<file path="src/rtl/sseg_scan_capture.sv">
// rtl/sseg_scan_capture.sv - seven-segment scan bus monitor
// Rebuilds hex value, sign and validity from a multiplexed active-low display bus.
module sseg_scan_capture #(
  parameter int NUM_DIGITS    = 2,
  parameter int STABLE_CYCLES = 4
) (
  input  logic                    clk,
  input  logic                    rst_n,
  input  logic [6:0]              segs,
  input  logic [NUM_DIGITS-1:0]   dig_en,
  output logic [4*NUM_DIGITS-1:0] value,
  output logic                    neg,
  output logic                    valid,
  output logic                    frame_done,
  output logic                    err
);

  localparam int         MSD        = NUM_DIGITS - 1;
  localparam logic [7:0] STABLE_TGT = 8'(STABLE_CYCLES);

  typedef enum logic [1:0] {
    S_IDLE,
    S_SETTLE,
    S_HOLD
  } state_t;

  logic [6:0]              r_s_segs;
  logic [NUM_DIGITS-1:0]   r_s_en;
  state_t                  r_state;
  logic [7:0]              r_cnt;
  logic [6:0]              r_ref_segs;
  logic [NUM_DIGITS-1:0]   r_ref_en;
  logic [NUM_DIGITS-1:0]   r_mask;
  logic [NUM_DIGITS-1:0]   r_bad;
  logic [4*NUM_DIGITS-1:0] r_buf;
  logic                    r_sign;

  logic                    w_onehot;
  logic                    w_match;
  logic                    w_restart;
  logic                    w_active;
  logic [7:0]              w_cnt_inc;
  logic [7:0]              w_cnt_next;
  logic                    w_capture;
  logic                    w_complete;
  logic                    w_is_msd;
  logic                    w_illegal;
  logic [3:0]              w_nib;
  logic                    w_hex;
  logic                    w_minus;
  logic                    w_blank;
  logic [NUM_DIGITS-1:0]   w_mask_next;
  logic [NUM_DIGITS-1:0]   w_bad_next;
  logic [4*NUM_DIGITS-1:0] w_buf_next;
  logic                    w_sign_next;

  assign w_onehot   = ($countones(r_s_en) == 1);
  assign w_match    = (r_s_segs == r_ref_segs) && (r_s_en == r_ref_en);
  // Idle, or any change while settling/holding, restarts tracking on this sample.
  assign w_restart  = (r_state == S_IDLE) || !w_match;
  assign w_cnt_inc  = (r_cnt == 8'hFF) ? r_cnt : r_cnt + 8'd1;
  assign w_cnt_next = w_restart ? 8'd1 : w_cnt_inc;
  assign w_active   = w_restart ? w_onehot : (r_state != S_HOLD);
  assign w_capture  = w_active && (w_cnt_next >= STABLE_TGT);
  assign w_complete = &r_mask;
  assign w_is_msd   = r_s_en[MSD];
  assign w_illegal  = !(w_hex || w_blank || (w_minus && w_is_msd));

  always_comb begin
    w_nib   = 4'h0;
    w_hex   = 1'b1;
    w_minus = 1'b0;
    w_blank = 1'b0;
    case (r_s_segs)
      7'h40: w_nib = 4'h0;
      7'h79: w_nib = 4'h1;
      7'h24: w_nib = 4'h2;
      7'h30: w_nib = 4'h3;
      7'h19: w_nib = 4'h4;
      7'h12: w_nib = 4'h5;
      7'h02: w_nib = 4'h6;
      7'h78: w_nib = 4'h7;
      7'h00: w_nib = 4'h8;
      7'h10: w_nib = 4'h9;
      7'h08: w_nib = 4'hA;
      7'h03: w_nib = 4'hB;
      7'h46: w_nib = 4'hC;
      7'h21: w_nib = 4'hD;
      7'h06: w_nib = 4'hE;
      7'h0E: w_nib = 4'hF;
      7'h3F: begin
        w_hex   = 1'b0;
        w_minus = 1'b1;
      end
      7'h7F: begin
        w_hex   = 1'b0;
        w_blank = 1'b1;
      end
      default: w_hex = 1'b0;
    endcase
  end

  // Completion clears the frame first so a same-cycle capture lands in the new frame.
  always_comb begin
    w_mask_next = w_complete ? '0 : r_mask;
    w_bad_next  = w_complete ? '0 : r_bad;
    w_sign_next = w_complete ? 1'b0 : r_sign;
    w_buf_next  = r_buf;
    if (w_capture) begin
      w_mask_next = w_mask_next | r_s_en;
      for (int i = 0; i < NUM_DIGITS; i++) begin
        if (r_s_en[i]) begin
          w_bad_next[i]       = w_illegal;
          w_buf_next[4*i +: 4] = w_illegal ? 4'h0 : w_nib;
        end
      end
      if (w_is_msd) begin
        w_sign_next = w_minus;
      end
    end
  end

  always_ff @(posedge clk or negedge rst_n) begin
    if (!rst_n) begin
      r_s_segs   <= 7'h7F;
      r_s_en     <= '0;
      r_state    <= S_IDLE;
      r_cnt      <= 8'd0;
      r_ref_segs <= 7'h7F;
      r_ref_en   <= '0;
      r_mask     <= '0;
      r_bad      <= '0;
      r_buf      <= '0;
      r_sign     <= 1'b0;
      value      <= '0;
      neg        <= 1'b0;
      valid      <= 1'b0;
      frame_done <= 1'b0;
      err        <= 1'b0;
    end else begin
      r_s_segs <= segs;
      r_s_en   <= dig_en;

      if (w_restart && !w_onehot) begin
        r_state <= S_IDLE;
      end else if (w_active) begin
        r_cnt      <= w_cnt_next;
        r_ref_segs <= r_s_segs;
        r_ref_en   <= r_s_en;
        r_state    <= w_capture ? S_HOLD : S_SETTLE;
      end

      r_mask <= w_mask_next;
      r_bad  <= w_bad_next;
      r_buf  <= w_buf_next;
      r_sign <= w_sign_next;

      frame_done <= w_complete;
      err        <= w_capture && w_illegal;
      if (w_complete) begin
        value <= r_buf;
        neg   <= r_sign;
        valid <= ~|r_bad;
      end
    end
  end

endmodule
</file>
<file path="config.mk">
export PLATFORM = sky130hd
export DESIGN_NAME = sseg_scan_capture
export DESIGN_NICKNAME = d
export VERILOG_FILES = /design/src/rtl/sseg_scan_capture.sv
export SDC_FILE = /design/constraint.sdc
export NUM_CORES = 1
export LEC_CHECK = 0
export CAP_MARGIN = 40
export CORE_ASPECT_RATIO = 0.7
export CORE_MARGIN = 2
export CORE_UTILIZATION = 62
export DETAILED_ROUTE_END_ITERATION = 12
export PLACE_DENSITY = 0.84
export SLEW_MARGIN = 20
export SYNTH_ARGS = -nofsm -noshare
export SYNTH_HDL_FRONTEND = slang
export SYNTH_SLANG_ARGS = --single-unit
</file>
<file path="constraint.sdc">
create_clock -name clk -period 4 [get_ports clk]
set_input_delay 0.4 -clock clk [delete_from_list [all_inputs] [get_ports clk]]
set_output_delay 0.4 -clock clk [all_outputs]
set_load 0.01 [all_outputs]
</file>
==> key figures <==
Floorplanning
  – Die area: between 5000 and 6000 um2
  – Number of core rows: 20
  – Starting Density: 0.642
  – Core ar.: ~4300 um2
  – Die X-Extent: between 80 and 90 um
  – I/O pin count: 23
  – Die height: ~60 um

Worst setup path
  – Slowest-stage cell, CP: dfstp_2
  – Worst r2r src: r_s_segs[3]
  – Crit Path Class: flop to flop
  – CP top delay family: simple AND/OR/NAND/NOR gates
  – Worst path max stage delay: around 730 ps
  – Reg2Reg Depth: 5
  – CP startpoint kind: flop
  – List of cells traversed by the critical path: xor2_1, nor4_4, and4_1, o311ai_4, mux2_4
  – Worst-path maximum fanout: 19
  – R2r setup slk: between 1000 and 1500 ps
  – Crit path DAT: approximately 2800 ps
  – Worst Path Required: about 4200 ps
  – R2R Path End: r_buf[5]
  – CP Buf/Inv Count: 0
  – Crit path capture type: flop

Drt
  – Routed wire length: ~5000 um
  – Residual DRC: 0
  – Detailed-route via count: ~1900
  – Wire per inst: ~16 um
  – Final ANT Viol Nets: 0
  – DR iter-0 viols: 90
  – Vias/cell: ~6
  – TritonRoute pass-1 iters: 4

Synthesis
  – Post-Synth Simple-Gate Area: 0.163
  – Syn Area/Cell: roughly 12 um2
  – Synth Area in XOR/XNOR: 0.0317
  – Ys flop type: dfrtp_1
  – Multiplexer area fraction after synthesis: 0.135
  – Post-synthesis adder-cell area fraction: 0.00814
  – Seq/Total Area, Yosys: 0.486
  – Async set or reset register ratio after synthesis: 1.00
  – Synth Area in Compound Gates: 0.140
  – Syn_nets: around 250
  – Post-synth cell types: a little under 60
  – Largest family of logic cells by synthesized area: simple AND/OR/NAND/NOR gates
  – Mapped cell area: roughly 2800 um2
  – Mapped Cells: between 200 and 250
  – Syn. warnings: 0
  – Top cell type's share of synthesized area: 0.353
  – Seq cells post-synth: between 50 and 60
  – Top cells by area, synth: dfrtp_1, dfstp_2, mux2_4
  – Number of synthesized flops with an enable pin: 0
  – Top cell type by total area after synthesis: dfrtp_1

STA
  – Setup TNS: 0 ps
  – RSZ-0062 raised after global routing: false
  – Slew @ Worst Pin: 637 ps
  – Final setup vio count: 0
  – Period utilization: 0.636
  – Slew HR: 0.576
  – Max Clk Rate: between 300 and 400 MHz
  – Setup WS post-layout: between 1000 and 1500 ps
  – Fin. max-slew vios: 0
  – Final hold vios: 0
  – Min Tclk post-route: 2540 ps
  – Final worst clock skew: 9.58 ps

Placement
  – Post-DP HPWL: approximately 3500 um
  – Worst slack at placement: roughly 1500 ps
  – Port Buf Inserts: 22
  – GP Congestion: around 0.95

Global routing
  – First-pass GRT wire length: ~8500 um
  – Total grt overflow: 0
  – All-Layer GR Usage: 0.219
  – Largest net degree at the start of global routing: between 50 and 60
  – Vias in the first global route: roughly 1800
  – Initial antenna violation count: 0

Clock tree
  – Post CTS Setup Buffer Count: 0
  – TritonCTS clock tree: done
  – Cts-stage hold buffer count: 0
  – PostCTS Resize Cnt: 0
  – TritonCTS Buffers: 5
  – Root buf cell: clkbuf_8
  – Deepest level of the CTS H-tree: 2
  – Max clock buf depth: 2
  – Clk_lat worst skew: 310 ps
  – CTS Sinks: 53
  – Clk slew on worst S/H paths: around 100 ps

Finish
  – Net count, final: around 260
  – Layout area overhead: 10.7%
  – N_diodes: 0
  – Fillers: ~320
  – Share of layout cells above drive strength 1: 0.241

Power and ir drop
  – Int Power: approximately 0.75 mW
  – Static leakage: 1.32 nW
  – Net Sw Frac: 0.259
  – Flop pwr share: 0.598
  – Psw: 0.261 mW
  – PD cells: ~330 nW/um2
  – Worst vdd ir: approximately 0.00030 V
  – Clock power frac: 0.295
  – Logic pwr share: 0.108

Worst hold path
  – Hold crit path type: input pin to asynchronous set/reset pin

Outcome
  – Status: completed

Job
  – Max-cap viol count: 0
## through the flow
| step | total power [mW] | instances | instance area, um2 | hold WS (ps) | util |
|---|---|---|---|---|---|
| 5_1_grt | 1.05 | 308 | 3060 | 253 | 0.711 |
| 3_3_place_gp | 0.717 | 300 | 2970 | 442 | 0.691 |
| 3_5_place_dp | 0.720 | 300 | 2970 | 460 | 0.691 |
| 4_1_cts | 1.01 | 308 | 3060 | 215 | 0.711 |
| 6_report | 1.01 | 308 | 3060 | 195 | 0.711 |
| 2_1_floorplan | 0.687 | 237 | 2770 | 104 | - |
## cell usage in the layout, fill, tap and decap left out, drive strengths merged, types with 4 or more instances in the layout
| cell type | count |
|---|---|
| clkbuf | 6 |
| a21oi | 12 |
| xor2 | 10 |
| mux2 | 26 |
| nor2 | 9 |
| nand3 | 5 |
| dfrtp | 39 |
| dfstp | 14 |
| nand2 | 20 |
| o21ai | 10 |
| mux2i | 4 |
| nor3 | 6 |
| nor4 | 4 |
| inv | 4 |
| clkdlybuf4s50 | 21 |
## final cells by class
| class | count | area [um2] | area share |
|---|---|---|---|
| inverters | 4 | 15.0 | 0.00491 |
| repair buffers | 23 | 223 | 0.0728 |
| multi-input cells | 165 | 1320 | 0.432 |
| clock inverters | 2 | 15.0 | 0.00491 |
| clock buffers | 6 | 72.6 | 0.0237 |
| flip-flops and latches | 53 | 1340 | 0.439 |
| well taps | 55 | 68.8 | 0.0225 |
## per-layer routing
layer	share of wire	GRT usage
met5	0	0
met4	0.011	0.0622
met3	0.052	0.0456
met2	0.43	0.329
met1	0.50	0.326
## Yosys cell counts (2+ instances only)
library cell and number:
inv_1 4, o21ai_0 10, mux2_4 11, nor4_1 2, mux2_2 13, nor2_1 9, mux2_1 2, mux2i_1 4
nand3_1 4, o211ai_1 2, nand4_1 3, nand2_1 20, or2_2 3, nor3_1 6, and3_1 2, nor3b_1 3
a21o_1 2, and2_1 3, nand4b_1 2, a31oi_1 2, or4b_2 2, dfstp_2 14, o21a_1 2, o32ai_1 2
nor2b_1 2, o32a_1 2, buf_6 3, o311ai_4 2, nor4_4 2, clkbuf_1 10, a21oi_1 12, nand2b_1 3
dfrtp_1 39, o311a_1 2, xor2_1 10
## power groups by stage
stage                     Clock [mW]  Sequential (mW)  Combinational (mW)
after floorplan                    0            0.594              0.0931
after global placement             0            0.610               0.106
after detailed placement           0            0.611               0.109
after CTS                      0.302            0.602               0.110
after global routing           0.325            0.608               0.120
final                          0.297            0.602               0.108
## kinds of logic after synthesis
| family | Yosys count |
|---|---|
| AO/OA/AOI/OAI | 49 |
| multiplexers | 30 |
| buffers and inverters | 19 |
| XOR/XNOR | 10 |
| flip-flops | 53 |
| AND/OR/NAND/NOR | 74 |
| adder cells (fa/ha/maj) | 2 |
## state kept, by name, indices dropped and copies added (netlist names)
name        cells
value           8
r_mask          2
r_ref_en        2
r_sign          1
r_s_en          2
r_state         2
neg             1
r_buf           8
valid           1
r_ref_segs      7
r_cnt           8
r_s_segs        7
r_bad           2
frame_done      1
err             1
## how the worst max path moves through the flow
stage	startpoint	endpoint	cells after the start
finish	r_s_segs[3]	r_buf[5]	5
CTS	r_s_segs[3]	r_buf[5]	5
global placement	r_s_segs[3]	r_buf[4]	5
floorplan	r_cnt[0]	r_buf[4]	6
detailed placement	r_s_segs[3]	r_buf[5]	5
global route	r_s_segs[3]	r_buf[5]	5
## worst reg2reg max path, delay by kind of cell, from the launching register on
family           cells  cell delay (ps)
AO/OA/AOI/OAI        1              280
AND/OR/NAND/NOR      2              920
multiplexers         1              350
flip-flops           1              730
XOR/XNOR             1              160
Power figures use the tool's default switching activity.
